==> src/rtl/instr_fetch_buffer_if.sv <==
// Bus bundle for the instruction fetch buffer: memory req/ack side, the
// decode-side valid/ready stream, and the redirect request.
interface instr_fetch_buffer_if #(
    parameter int ADDR_W = 8,
    parameter int DATA_W = 16
);
    logic              mem_req;
    logic [ADDR_W-1:0] mem_addr;
    logic              mem_ack;
    logic [DATA_W-1:0] mem_rdata;
    logic              instr_valid;
    logic [DATA_W-1:0] instr;
    logic [ADDR_W-1:0] instr_pc;
    logic              instr_ready;
    logic              redirect;
    logic [ADDR_W-1:0] redirect_pc;

    // master: the fetch buffer itself
    modport master (
        output mem_req, mem_addr,
        input  mem_ack, mem_rdata,
        output instr_valid, instr, instr_pc,
        input  instr_ready, redirect, redirect_pc
    );

    // slave: memory model plus consumer / redirect source
    modport slave (
        input  mem_req, mem_addr,
        output mem_ack, mem_rdata,
        input  instr_valid, instr, instr_pc,
        output instr_ready, redirect, redirect_pc
    );
endinterface

==> src/rtl/instr_fetch_buffer.sv <==
// Instruction fetch buffer: walks fetch_pc through instruction memory with a
// single outstanding req/ack transaction and queues {pc, word} pairs in a
// small first-word-fall-through FIFO for the decode stage.
//
// state | meaning
// IDLE  | no request outstanding; issue when a FIFO slot is free
// WAIT  | request at mem_addr outstanding, its slot is reserved
// DROP  | request outstanding but flushed by redirect; its data is discarded
module instr_fetch_buffer #(
    parameter int ADDR_W = 8,
    parameter int DATA_W = 16,
    parameter int DEPTH  = 4
) (
    input  logic                 clk,
    input  logic                 reset,
    instr_fetch_buffer_if.master bus
);
    localparam int PTR_W = (DEPTH > 1) ? $clog2(DEPTH) : 1;
    localparam int CNT_W = $clog2(DEPTH + 1);
    localparam logic [CNT_W-1:0] FULL = CNT_W'(DEPTH);

    typedef enum logic [1:0] {IDLE, WAIT, DROP} state_t;

    state_t            state;
    state_t            state_next;
    logic [ADDR_W-1:0] fetch_pc;
    logic [ADDR_W-1:0] fetch_pc_next;
    logic [ADDR_W-1:0] addr_q;
    logic [ADDR_W-1:0] addr_next;
    logic [CNT_W-1:0]  count;
    logic [CNT_W-1:0]  count_ack;
    logic [PTR_W-1:0]  wr_ptr;
    logic [PTR_W-1:0]  rd_ptr;
    logic [DATA_W-1:0] data_mem [DEPTH];
    logic [ADDR_W-1:0] pc_mem   [DEPTH];
    logic              valid;
    logic              flush;
    logic              pop;
    logic              push;

    assign valid = (count != '0);
    assign flush = bus.redirect;
    // A pop coinciding with a redirect is swallowed by the flush.
    assign pop   = valid && bus.instr_ready && !flush;
    // Occupancy after an accepted word lands; a slot was reserved, so no overflow.
    assign count_ack = count + CNT_W'(1) - CNT_W'(pop);

    // Fetch state, fetch pointer and the held request address.
    always_ff @(posedge clk or negedge reset) begin
        if (!reset) begin
            state    <= IDLE;
            fetch_pc <= '0;
            addr_q   <= '0;
        end else begin
            state    <= state_next;
            fetch_pc <= fetch_pc_next;
            addr_q   <= addr_next;
        end
    end

    // Next-state, next fetch address and push decision.
    always_comb begin
        state_next    = state;
        fetch_pc_next = fetch_pc;
        addr_next     = addr_q;
        push          = 1'b0;
        case (state)
            IDLE: begin
                if (!flush && (count < FULL)) begin
                    state_next = WAIT;
                    addr_next  = fetch_pc;
                end
            end
            WAIT: begin
                if (flush) begin
                    state_next = bus.mem_ack ? IDLE : DROP;
                end else if (bus.mem_ack) begin
                    push          = 1'b1;
                    fetch_pc_next = fetch_pc + ADDR_W'(1);
                    if (count_ack < FULL) begin
                        addr_next = fetch_pc + ADDR_W'(1);
                    end else begin
                        state_next = IDLE;
                    end
                end
            end
            DROP: begin
                if (bus.mem_ack) begin
                    state_next = IDLE;
                end
            end
            default: state_next = IDLE;
        endcase
        if (flush) begin
            fetch_pc_next = bus.redirect_pc;
        end
    end

    // FIFO storage, pointers and occupancy; redirect empties it.
    always_ff @(posedge clk or negedge reset) begin
        if (!reset) begin
            count  <= '0;
            wr_ptr <= '0;
            rd_ptr <= '0;
            for (int i = 0; i < DEPTH; i++) begin
                data_mem[i] <= '0;
                pc_mem[i]   <= '0;
            end
        end else if (flush) begin
            count  <= '0;
            wr_ptr <= '0;
            rd_ptr <= '0;
        end else begin
            if (push) begin
                data_mem[wr_ptr] <= bus.mem_rdata;
                pc_mem[wr_ptr]   <= fetch_pc;
                wr_ptr           <= wr_ptr + PTR_W'(1);
            end
            if (pop) begin
                rd_ptr <= rd_ptr + PTR_W'(1);
            end
            case ({push, pop})
                2'b10:   count <= count + CNT_W'(1);
                2'b01:   count <= count - CNT_W'(1);
                default: count <= count;
            endcase
        end
    end

    assign bus.mem_req     = (state != IDLE);
    assign bus.mem_addr    = addr_q;
    assign bus.instr_valid = valid;
    assign bus.instr       = data_mem[rd_ptr];
    assign bus.instr_pc    = pc_mem[rd_ptr];
endmodule
==> src/flat_wrapper.sv <==
// flat-port wrapper written by rule: the top's interface ports become plain ports
module instr_fetch_buffer_flat 
#(
    parameter int ADDR_W = 8,
    parameter int DATA_W = 16,
    parameter int DEPTH  = 4
)
  (clk, reset, bus_mem_req, bus_mem_addr, bus_mem_ack, bus_mem_rdata, bus_instr_valid, bus_instr, bus_instr_pc, bus_instr_ready, bus_redirect, bus_redirect_pc);
  instr_fetch_buffer_if #(.ADDR_W(ADDR_W), .DATA_W(DATA_W)) bus_i ();
  input  logic clk;
  input  logic reset;
  output wire logic [$bits(bus_i.mem_req)-1:0] bus_mem_req;
  output wire logic [$bits(bus_i.mem_addr)-1:0] bus_mem_addr;
  input wire logic [$bits(bus_i.mem_ack)-1:0] bus_mem_ack;
  input wire logic [$bits(bus_i.mem_rdata)-1:0] bus_mem_rdata;
  output wire logic [$bits(bus_i.instr_valid)-1:0] bus_instr_valid;
  output wire logic [$bits(bus_i.instr)-1:0] bus_instr;
  output wire logic [$bits(bus_i.instr_pc)-1:0] bus_instr_pc;
  input wire logic [$bits(bus_i.instr_ready)-1:0] bus_instr_ready;
  input wire logic [$bits(bus_i.redirect)-1:0] bus_redirect;
  input wire logic [$bits(bus_i.redirect_pc)-1:0] bus_redirect_pc;
  assign bus_mem_req = bus_i.mem_req;
  assign bus_mem_addr = bus_i.mem_addr;
  assign bus_i.mem_ack = bus_mem_ack;
  assign bus_i.mem_rdata = bus_mem_rdata;
  assign bus_instr_valid = bus_i.instr_valid;
  assign bus_instr = bus_i.instr;
  assign bus_instr_pc = bus_i.instr_pc;
  assign bus_i.instr_ready = bus_instr_ready;
  assign bus_i.redirect = bus_redirect;
  assign bus_i.redirect_pc = bus_redirect_pc;
  instr_fetch_buffer #(.ADDR_W(ADDR_W), .DATA_W(DATA_W), .DEPTH(DEPTH)) u_core (.clk(clk), .reset(reset), .bus(bus_i));
endmodule
==> config.mk <==
export PLATFORM = sky130hd
export DESIGN_NAME = instr_fetch_buffer_flat
export DESIGN_NICKNAME = d
export VERILOG_FILES = /design/src/rtl/instr_fetch_buffer_if.sv /design/src/rtl/instr_fetch_buffer.sv /design/src/flat_wrapper.sv
export SDC_FILE = /design/constraint.sdc
export NUM_CORES = 1
export LEC_CHECK = 0
export CORE_MARGIN = 1
export CORE_UTILIZATION = 34
export CTS_CLUSTER_DIAMETER = 60
export DETAILED_ROUTE_END_ITERATION = 16
export GPL_TIMING_DRIVEN = 0
export RECOVER_POWER = 25
export SYNTH_ARGS = -nofsm -noshare
export SYNTH_HDL_FRONTEND = slang
export SYNTH_SLANG_ARGS = --single-unit
==> constraint.sdc <==
create_clock -name clk -period 2.78 [get_ports clk]
set_input_delay 0.834 -clock clk [delete_from_list [all_inputs] [get_ports clk]]
set_output_delay 0.834 -clock clk [all_outputs]
set_load 0.03 [all_outputs]
==> impl_metrics.csv <==
group,metric,value,unit
detailed_routing,initialDrtViolationCount,202,
die,die_y,135,microns
detailed_routing,routed_wl,12.4,mm
yosys,synth_cells,392,
worst_setup_path,r2r_start,"u_core.count[0]",
die,io_pins,63,
min_path,hold_depth,1,
yosys,avgSynthCellArea,15.3,sq um
outcome,violations,"capacitance limit, slew limit",
grt,gr-usage-met2,0.239,
timing,tightest_slew,1.68,ns
worst_setup_path,worstPathMaxFanout,10,
grt,grt-busiest-layer,"met2",
yosys,synth_flop_cell,"dfrtp_1",
timing,slew_headroom,-0.123,
power,total_leakage_power,3.63,nW
worst_setup_path,rrSetupSlack,0.56,ns
yosys,yosysTopAreaCell,"dfrtp_1",
grt,grt-ovfl-total,0,
clocking,cts_tree,"done",
detailed_routing,postRouteAntennaNets,0,
timing,hold_violations,0,
die,num_rows,48,
grt,use_met3,0.0499,
grt,grt_pass1_vias,3760,
placed_design,hpwl,8.36,mm
yosys,ys_seq_area_frac,0.504,
yosys,yosys_warnings,0,
worst_setup_path,r2r-end,"u_core.bus.mem_addr[1]",
timing,setup_tns,0,ns
outcome,run_status,"finished with violations",
final_layout,n_antenna_cell,0,
timing,rsz0062_at_grt,"no",
grt,grt_max_degree,66,
grt,track_usage,0.154,
power,ir_drop,0.684,mV
grt,antenna_found_initial,0,
worst_setup_path,end_kind,"primary output",
yosys,syn-num-nets,429,
worst_setup_path,reg2reg_depth,7,
yosys,synth_top_area_frac,0.504,
final_layout,layout_commonest_cell,"dfrtp_1",
clocking,post_cts_buffers,0,
yosys,synthArstFlopShare,1.00,
worst_setup_path,cp_data_required_time,1.95,ns
timing,hold_slack,0.500,ns
timing,finalMaxSlewViolations,65,
worst_setup_path,start_kind,"flop",
placed_design,io_buffers,61,
die,dieArea,18200,sq um
final_layout,mostFrequentLayoutCells,"dfrtp_1 (120), mux2_4 (80), clkdlybuf4s50_1 (35)",
timing,period_share,0.966,
timing,finClkSkew,0.00550,ns
clocking,cts_buffers,17,
clocking,ctsHoldBuffers,0,
yosys,synth-edff-count,0,
yosys,synth_cell_types,37,
worst_setup_path,crit_type,"reg2out",
detailed_routing,drt_pass1_iterations,4,
detailed_routing,via_per_inst,4.85,
clocking,cts_max_path_buffers,2,
detailed_routing,routedWlPerCell,17.5,microns
clocking,htreeDepth,4,
grt,grt_first_pass_wirelength,20.9,mm
final_layout,drive_above_1_share,0.432,
job,drv_cap,1,
timing,fmax,0.372,GHz
die,die_x,135,microns
clocking,clock_latency,0.41,ns
final_layout,nNetsFinal,509,
power,power_density,1060,nW/um^2
min_path,hp-start,"u_core.pc_mem[10]",
timing,finalSetupViolations,0,
yosys,ys_top_cells_by_area,"dfrtp_1 (50%), mux2_4 (20%), mux4_2 (9.0%), mux2_2 (4.5%), buf_6 (1.7%)",
grt,use_met1,0.204,
die,core,17300,sq um
clocking,root_buffer,"clkbuf_16",
worst_setup_path,cp.arrival,1.85,ns
min_path,min_path_type,"reg2reg",
detailed_routing,dr_total_vias,3440,
clocking,cts.sinks,121,
final_layout,area_delta_synth_final,24.1,%
die,initial_utilization,0.347,
min_path,hold_end,"u_core.pc_mem[10]",
power,power,0.00793,W
placed_design,place_congestion,0.763,
timing,period_needed,2.69,ns
yosys,syn_area,6010,sq um
clocking,clkTransAtPathRegs,0.05,ns
yosys,synth_seq_cells,121,
detailed_routing,drc_errors,0,
final_layout,fillers,1583,
logic make-up after synthesis:
group	after synthesis	synth area share
buffers and inverters	32	0.0344
adders and majority gates	8	0.0167
AOI/OAI and AO/OA	21	0.0229
muxes	130	0.338
xor gates and xnor gates	18	0.0275
DFF	121	0.504
and+or+nand+nor	62	0.0566
Yosys cell counts, types with 6 or more instances:
cell / n
a21oi_1: 6
ha_1: 8
nand2_1: 18
mux2_2: 24
nor2_1: 16
buf_2: 10
o21ai_0: 8
inv_1: 6
xnor2_1: 11
buf_6: 9
mux4_2: 24
xor2_1: 6
mux2_4: 80
dfrtp_1: 121
nand3_1: 7
worst max path at each step:
stage | depth (start not counted) | start | slack [ns] | to
detailed placement | 4 | u_core.rd_ptr[1] | -0.40 | bus_instr_pc[1]
global route | 4 | u_core.rd_ptr[0] | 0.004 | bus_instr_pc[1]
CTS | 4 | u_core.rd_ptr[0] | -0.05 | bus_instr_pc[1]
finish | 4 | u_core.rd_ptr[0] | 0.09 | bus_instr_pc[1]
global placement | 1 | reset | -3.69 | u_core.data_mem[50]
floorplan | 3 | u_core.rd_ptr[0] | 0.47 | bus_instr[10]
sequential cells by signal (all words and copies together), names as in the netlist:
signal,count
u_core.pc_mem,32
u_core.fetch_pc,8
u_core.rd_ptr,2
u_core.bus.mem_addr,8
u_core.wr_ptr,2
u_core.data_mem,64
u_core.state,2
u_core.count,3
worst max-delay path: stages (launching register included):
cell     delay [ns]
dfrtp_1        0.35
buf_8          0.16
buf_12         0.16
mux4_2         0.55
buf_2          0.20
per-stage QoR:
step	worst slack, ns	utilization	cell area (sq um)	instances
after floorplan	0.470	-	6010	392
after global placement	-3.69	0.399	6900	678
after detailed placement	-0.403	0.401	6930	679
after CTS	-0.0470	0.436	7550	709
after global routing	0.00382	0.431	7460	709
final	0.0948	0.431	7460	709
cell type report:
cell class	count	area (sq um)	area share
multi-input cells	239	2780	0.372
inverters	6	22.5	0.00302
clock buffers	23	468	0.0628
flip-flops and latches	121	3030	0.406
repair buffers	62	534	0.0716
clock inverters	8	120	0.0161
well taps	225	282	0.0378
plain buffers	25	226	0.0304
report_power, final:
part           total [W]  internal, W  leakage [nW]  switching, W
sequential       0.00254      0.00226          1.59      0.000285
combinational    0.00317      0.00156          1.76       0.00161
clock            0.00221      0.00145         0.283      0.000764
total            0.00793      0.00527          3.63       0.00266
metal layers:
layer  share of wire  up-vias
met3           0.045       16
met2            0.48       64
met5               0        -
met1            0.47     1793
met4          0.0097        0
li1                -     1567
timing repair:
| item | CTS | global route |
|---|---|---|
| resized for setup | 83 | 29 |
| endpoints found under the setup margin | 25 | 14 |
| cloned | 0 | 0 |
(Power assumes the default switching activity.)
